### config.mk
export PLATFORM = sky130hd
export DESIGN_NAME = tinker_mem_arbiter
export DESIGN_NICKNAME = d
export VERILOG_FILES = /design/src/rtl/tinker_mem_pkg.sv /design/src/rtl/tinker_mem_arbiter_rr2.sv /design/src/rtl/tinker_mem_arbiter.sv
export SDC_FILE = /design/constraint.sdc
export NUM_CORES = 1
export LEC_CHECK = 0
export CAP_MARGIN = 20
export CORE_AREA = 2 2 191 193
export DETAILED_ROUTE_END_ITERATION = 12
export DIE_AREA = 0 0 193 195
export GPL_ROUTABILITY_DRIVEN = 0
export GPL_TIMING_DRIVEN = 0
export PLACE_DENSITY = 0.45
export SLEW_MARGIN = 20
export SYNTH_ARGS = -nofsm -noshare
export SYNTH_HDL_FRONTEND = slang
export SYNTH_HIERARCHICAL = 1
export SYNTH_SLANG_ARGS = --single-unit
### constraint.sdc
create_clock -name clk -period 2.3 [get_ports clk]
set_input_delay 0.46 -clock clk [delete_from_list [all_inputs] [get_ports clk]]
set_output_delay 0.46 -clock clk [all_outputs]
set_load 0.005 [all_outputs]
### src/rtl/tinker_mem_pkg.sv
// Shared types and constants for the tinker memory-port arbiter.
package tinker_mem_pkg;

    typedef enum logic {
        OWN_FETCH = 1'b0,
        OWN_DATA  = 1'b1
    } owner_t;

    typedef enum logic {
        ST_IDLE = 1'b0,
        ST_WAIT = 1'b1
    } arb_state_t;

    localparam int FETCH_W = 32;

endpackage

### src/rtl/tinker_mem_arbiter_rr2.sv
// Two-way round-robin picker; req bit 0 is fetch, bit 1 is data.
module arb_rr2
    import tinker_mem_pkg::*;
(
    input  logic [1:0] i_req,
    input  owner_t     i_last_owner,
    output logic [1:0] o_gnt,
    output owner_t     o_winner
);

    always_comb begin
        o_gnt    = 2'b00;
        o_winner = OWN_FETCH;
        if (i_req == 2'b11) begin
            // On a tie the requester that did not win last time goes first.
            o_winner = (i_last_owner == OWN_FETCH) ? OWN_DATA : OWN_FETCH;
            o_gnt    = (i_last_owner == OWN_FETCH) ? 2'b10 : 2'b01;
        end else if (i_req == 2'b10) begin
            o_winner = OWN_DATA;
            o_gnt    = 2'b10;
        end else if (i_req == 2'b01) begin
            o_winner = OWN_FETCH;
            o_gnt    = 2'b01;
        end
    end

endmodule

### src/rtl/tinker_mem_arbiter.sv
// Shares one fixed-latency memory port between instruction fetch and data.
//   state   | meaning
//   ST_IDLE | no transaction outstanding, a request may issue this cycle
//   ST_WAIT | one transaction outstanding, counting towards MEM_LAT
module tinker_mem_arbiter
    import tinker_mem_pkg::*;
#(
    parameter int MEM_LAT = 1,
    parameter int ADDR_W  = 64
) (
    input  logic              clk,
    input  logic              reset,
    input  logic              fetch_req,
    input  logic [ADDR_W-1:0] fetch_addr,
    output logic              fetch_gnt,
    output logic              fetch_rvalid,
    output logic [31:0]       fetch_rdata,
    input  logic              data_req,
    input  logic              data_we,
    input  logic [ADDR_W-1:0] data_addr,
    input  logic [63:0]       data_wdata,
    output logic              data_gnt,
    output logic              data_rvalid,
    output logic [63:0]       data_rdata,
    output logic              mem_en,
    output logic              mem_we,
    output logic [ADDR_W-1:0] mem_addr,
    output logic [63:0]       mem_wdata,
    input  logic [63:0]       mem_rdata
);

    localparam int CNT_W = $clog2(MEM_LAT + 1);

    arb_state_t       r_state;
    logic [CNT_W-1:0] r_cnt;
    owner_t           r_owner;
    owner_t           r_last_owner;
    logic             r_is_store;

    logic [1:0] w_arb_gnt;
    owner_t     w_winner;
    logic       w_issue;
    logic       w_done;
    logic       w_sel_data;

    arb_rr2 u_rr2 (
        .i_req        ({data_req, fetch_req}),
        .i_last_owner (r_last_owner),
        .o_gnt        (w_arb_gnt),
        .o_winner     (w_winner)
    );

    // Reset gates the issue and completion strobes so it always wins.
    assign w_issue    = (r_state == ST_IDLE) && !reset && (fetch_req || data_req);
    assign w_done     = (r_state == ST_WAIT) && !reset && (r_cnt == CNT_W'(MEM_LAT));
    assign w_sel_data = (w_winner == OWN_DATA);

    always_ff @(posedge clk) begin
        if (reset) begin
            r_state      <= ST_IDLE;
            r_cnt        <= '0;
            r_owner      <= OWN_FETCH;
            r_last_owner <= OWN_FETCH;
            r_is_store   <= 1'b0;
        end else if (r_state == ST_IDLE) begin
            if (w_issue) begin
                r_state      <= ST_WAIT;
                r_cnt        <= CNT_W'(1);
                r_owner      <= w_winner;
                r_last_owner <= w_winner;
                r_is_store   <= w_sel_data && data_we;
            end
        end else begin
            if (w_done) begin
                r_state <= ST_IDLE;
                r_cnt   <= '0;
            end else begin
                r_cnt <= r_cnt + 1'b1;
            end
        end
    end

    assign fetch_gnt = w_issue && w_arb_gnt[0];
    assign data_gnt  = w_issue && w_arb_gnt[1];
    assign mem_en    = w_issue;
    assign mem_we    = w_issue && w_sel_data && data_we;
    assign mem_addr  = !w_issue ? '0 : (w_sel_data ? data_addr : fetch_addr);
    assign mem_wdata = (w_issue && w_sel_data) ? data_wdata : '0;

    assign fetch_rvalid = w_done && (r_owner == OWN_FETCH);
    assign data_rvalid  = w_done && (r_owner == OWN_DATA);
    assign fetch_rdata  = fetch_rvalid ? mem_rdata[FETCH_W-1:0] : '0;
    assign data_rdata   = (data_rvalid && !r_is_store) ? mem_rdata : '0;

endmodule

==> key figures <==
Timing
  • Max Slew Vio Count: 0
  • Setup violators final: 0
  • Final worst-path setup slack: between 0.02 and 0.025 ns
  • Fin. Hold Viols: 0
  • Fmax: roughly 440 MHz
  • Worst Skew: around 0.00087 ns
  • Period utilization: a little over nine tenths
  • Rel. slew slack: just over 80%
  • Crit path time final: 2.277 ns
  • Slew @ Worst Pin: 0.2570 ns
  • RSZ-0062 raised after global routing: true

Clock network
  • Post-CTS Hold Buffers: 0
  • Reg clk slew, reported paths: around 0.030 ns
  • Clock sink total: 4
  • CTS buffer count: 3
  • Clock Latency Late Sink: between 0.2 and 0.25 ns
  • CTS Root Cell: clkbuf_16
  • Clock tree buffer depth: 2
  • CTS tree: built
  • H-tree depth: 1

Floorplanning
  • Num rows: a little under 70
  • Initial Utilization: under 10%
  • Area of the core: 35400 µm²
  • Number of top-level pins: ~490
  • Die width: roughly 190 µm
  • Die extent in y: a little under 200 µm
  • Die footprint: about 38000 µm²

Synthesis
  • Syn nets: between 600 and 700
  • Part of the Yosys area used for sequential elements: 3.486%
  • Post-Syn Area: roughly 2300 µm²
  • Ys flop type: dfxtp_1
  • Yosys warnings: 6
  • Share of the synthesized area in the top cell type: 27.89%
  • Synth cell count leaders: 96 x and2_1, 67 x nor2_1, 66 x and3_1, 64 x mux2i_1, 19 x clkbuf_1
  • Synth area leaders: mux2i_1 28%, and2_1 26%, and3_1 18%, nor2_1 11%, dfxtp_1 3.5%
  • Post-synth EDFFs: 0
  • Cell variety after synth: 24
  • Syn Inst Count: around 360
  • Largest area contributor in the synthesized netlist: mux2i_1
  • Post-synth ARST share: 0%
  • Syn Area/Cell: 6.435 µm²
  • Most frequent cell after synthesis: and2_1
  • Yosys reg bits: 4

Finish
  • Area grow syn2layout: 278.3%
  • Ratio of cells with drive above 1 in the final layout: roughly 25%
  • Area used by multi-input combinational logic: 2207 µm²
  • FF+latch area: around 89 µm²
  • Fin cells: about 1400
  • FILL cells: around 4000
  • Design area: between 8000 and 9000 µm²
  • Fin nets: ~1200

Status
  • Status: completed

Worst setup path
  • CP bufs+invs: 6
  • CP most frequent cell: buf_12
  • CP max stage cell: dfxtp_4
  • CP required: approximately 1.8 ns
  • Critical path startpoint category: flip-flop
  • Worst Setup End Kind: output pin
  • Arrival time at the worst endpoint: between 1.5 and 2 ns
  • Crit-path max cell delay: about 0.35 ns
  • Max FO, Critical Path: 5
  • CP cell instances: a21boi_4 > clkbuf_16 > buf_12 > buf_12 > buf_8 > buf_6 > mux2i_1 > nor2_2 > buf_2
  • Crit-path leading delay family: buffers and inverters
  • Critical path class: flip-flop to output pin

Placement
  • Cell total after placement: around 1300
  • IO buf count: around 500
  • Placed inst area: just under 8000 µm²
  • Pre-CTS setup slack: -1.463 ns
  • DP Wirelength: 18080 µm

Routing
  • First-pass detailed-route iteration total: 4
  • Antenna-violating nets left: 0
  • Routed vias: 4688
  • Via-per-instance ratio: about 3.4
  • Per-cell routed wire length: ~16 µm
  • Iter 0 DRT Violations: 62
  • # DRC: 0
  • Drt total wl: approximately 22000 µm

GRT
  • Remaining global-route overflow: 0
  • Initial antenna violation count: 3
  • Number of global-route vias before repair: slightly below 5000
  • Largest net degree at the start of global routing: 11
  • GRT Overall Usage: 10.57%
  • First-pass GRT wire length: 29790 µm

Power and ir drop
  • PD cells: ~190 nW/µm²
  • Static leakage: 4.617 nW
  • Peak VDD IR: roughly 0.16 mV
  • Pwr Total: roughly 1.6 mW

Run
  • MaxCap Viol Count: 0

Hold path
  • Min-delay worst type: flip-flop to flip-flop
[logic make-up after synthesis]
| kind of cell | synth area share, % |
|---|---|
| AO/OA/AOI/OAI | 2.451 |
| multiplexers | 27.89 |
| flip-flops | 3.486 |
| buffers and inverters | 8.442 |
| AND/OR/NAND/NOR | 57.73 |
[worst min-delay path: cells and delay by family (launching register included)]
family	cells	cell delay [ns]
flops	1	0.32
compound gates	2	0.17
[final timing paths]
| kind | start | to | slack (ns) | cells past startpoint |
|---|---|---|---|---|
| setup reg to reg | r_last_owner | r_is_store | 1.10 | 5 |
| setup / recovery | r_last_owner | mem_addr[18] | 0.02 | 9 |
| hold / removal | r_is_store | r_is_store | 0.55 | 2 |
| hold reg to reg | r_is_store | r_is_store | 0.55 | 2 |
[cell type report]
| class | instances | area share, % |
|---|---|---|
| plain buffers | 37 | 7.243 |
| clock buffers | 3 | 0.8639 |
| well taps | 461 | 6.638 |
| multi-input cells | 309 | 25.40 |
| flip-flops and latches | 4 | 1.022 |
| diodes | 2 | 0.05760 |
| repair buffers | 547 | 58.55 |
| inverters | 4 | 0.2304 |
[through the flow]
stage / utilization (%) / hold slack, ns / TNS (ns)
after CTS: 24.91 / 0.5571 / -2.368
after global routing: 24.54 / 0.5956 / -0.2412
after floorplan: - / 0.4940 / 0
after detailed placement: 21.98 / 0.5340 / -242.32
after global placement: 21.98 / 0.5172 / -242.35
final: 24.55 / 0.5522 / 0
[report_power, final]
part           leakage, nW  internal [mW]  switching [mW]  total, mW
clock               0.0370          0.222          0.0438      0.265
sequential          0.0345         0.0759         0.00677     0.0826
combinational         4.55          0.867           0.425       1.29
[routing by layer]
layer	vias to the layer above	global-route usage (%)	routed length [µm]
met5	-	0	0
met4	0	1.487	225
met3	10	2.103	2366
met2	304	21.31	11570
met1	2086	11.27	7817
li1	2288	-	-
[cell usage in the layout, fill, tap and decap left out, types with 3 or more instances in the layout]
master and n:
buf_6 18, buf_2 64, buf_4 27, mux2i_2 4
clkdlybuf4s50_1 276, buf_12 10, nor2_1 63, clkbuf_8 13
buf_16 3, clkbuf_16 12, mux2i_1 58, and2_4 14
and3_1 56, clkdlybuf4s15_1 18, dlymetal6s2s_1 13, and2_1 82
nor2_2 3, inv_1 3, buf_8 14, dlygate4sd2_1 96
clkbuf_2 20, and3_4 10
[timing repair]
action | in CTS | in global routing
cloned | 19 | 0
pin swaps | 10 | 8
gates resized for setup | 609 | 90
setup buffers | 31 | 9
setup endpoints to repair | 229 | 120
[state kept, by name, indices dropped and copies added (netlist names)]
register	count
r_cnt	1
r_state	1
r_is_store	1
r_last_owner	1
(Power assumes the default switching activity.)
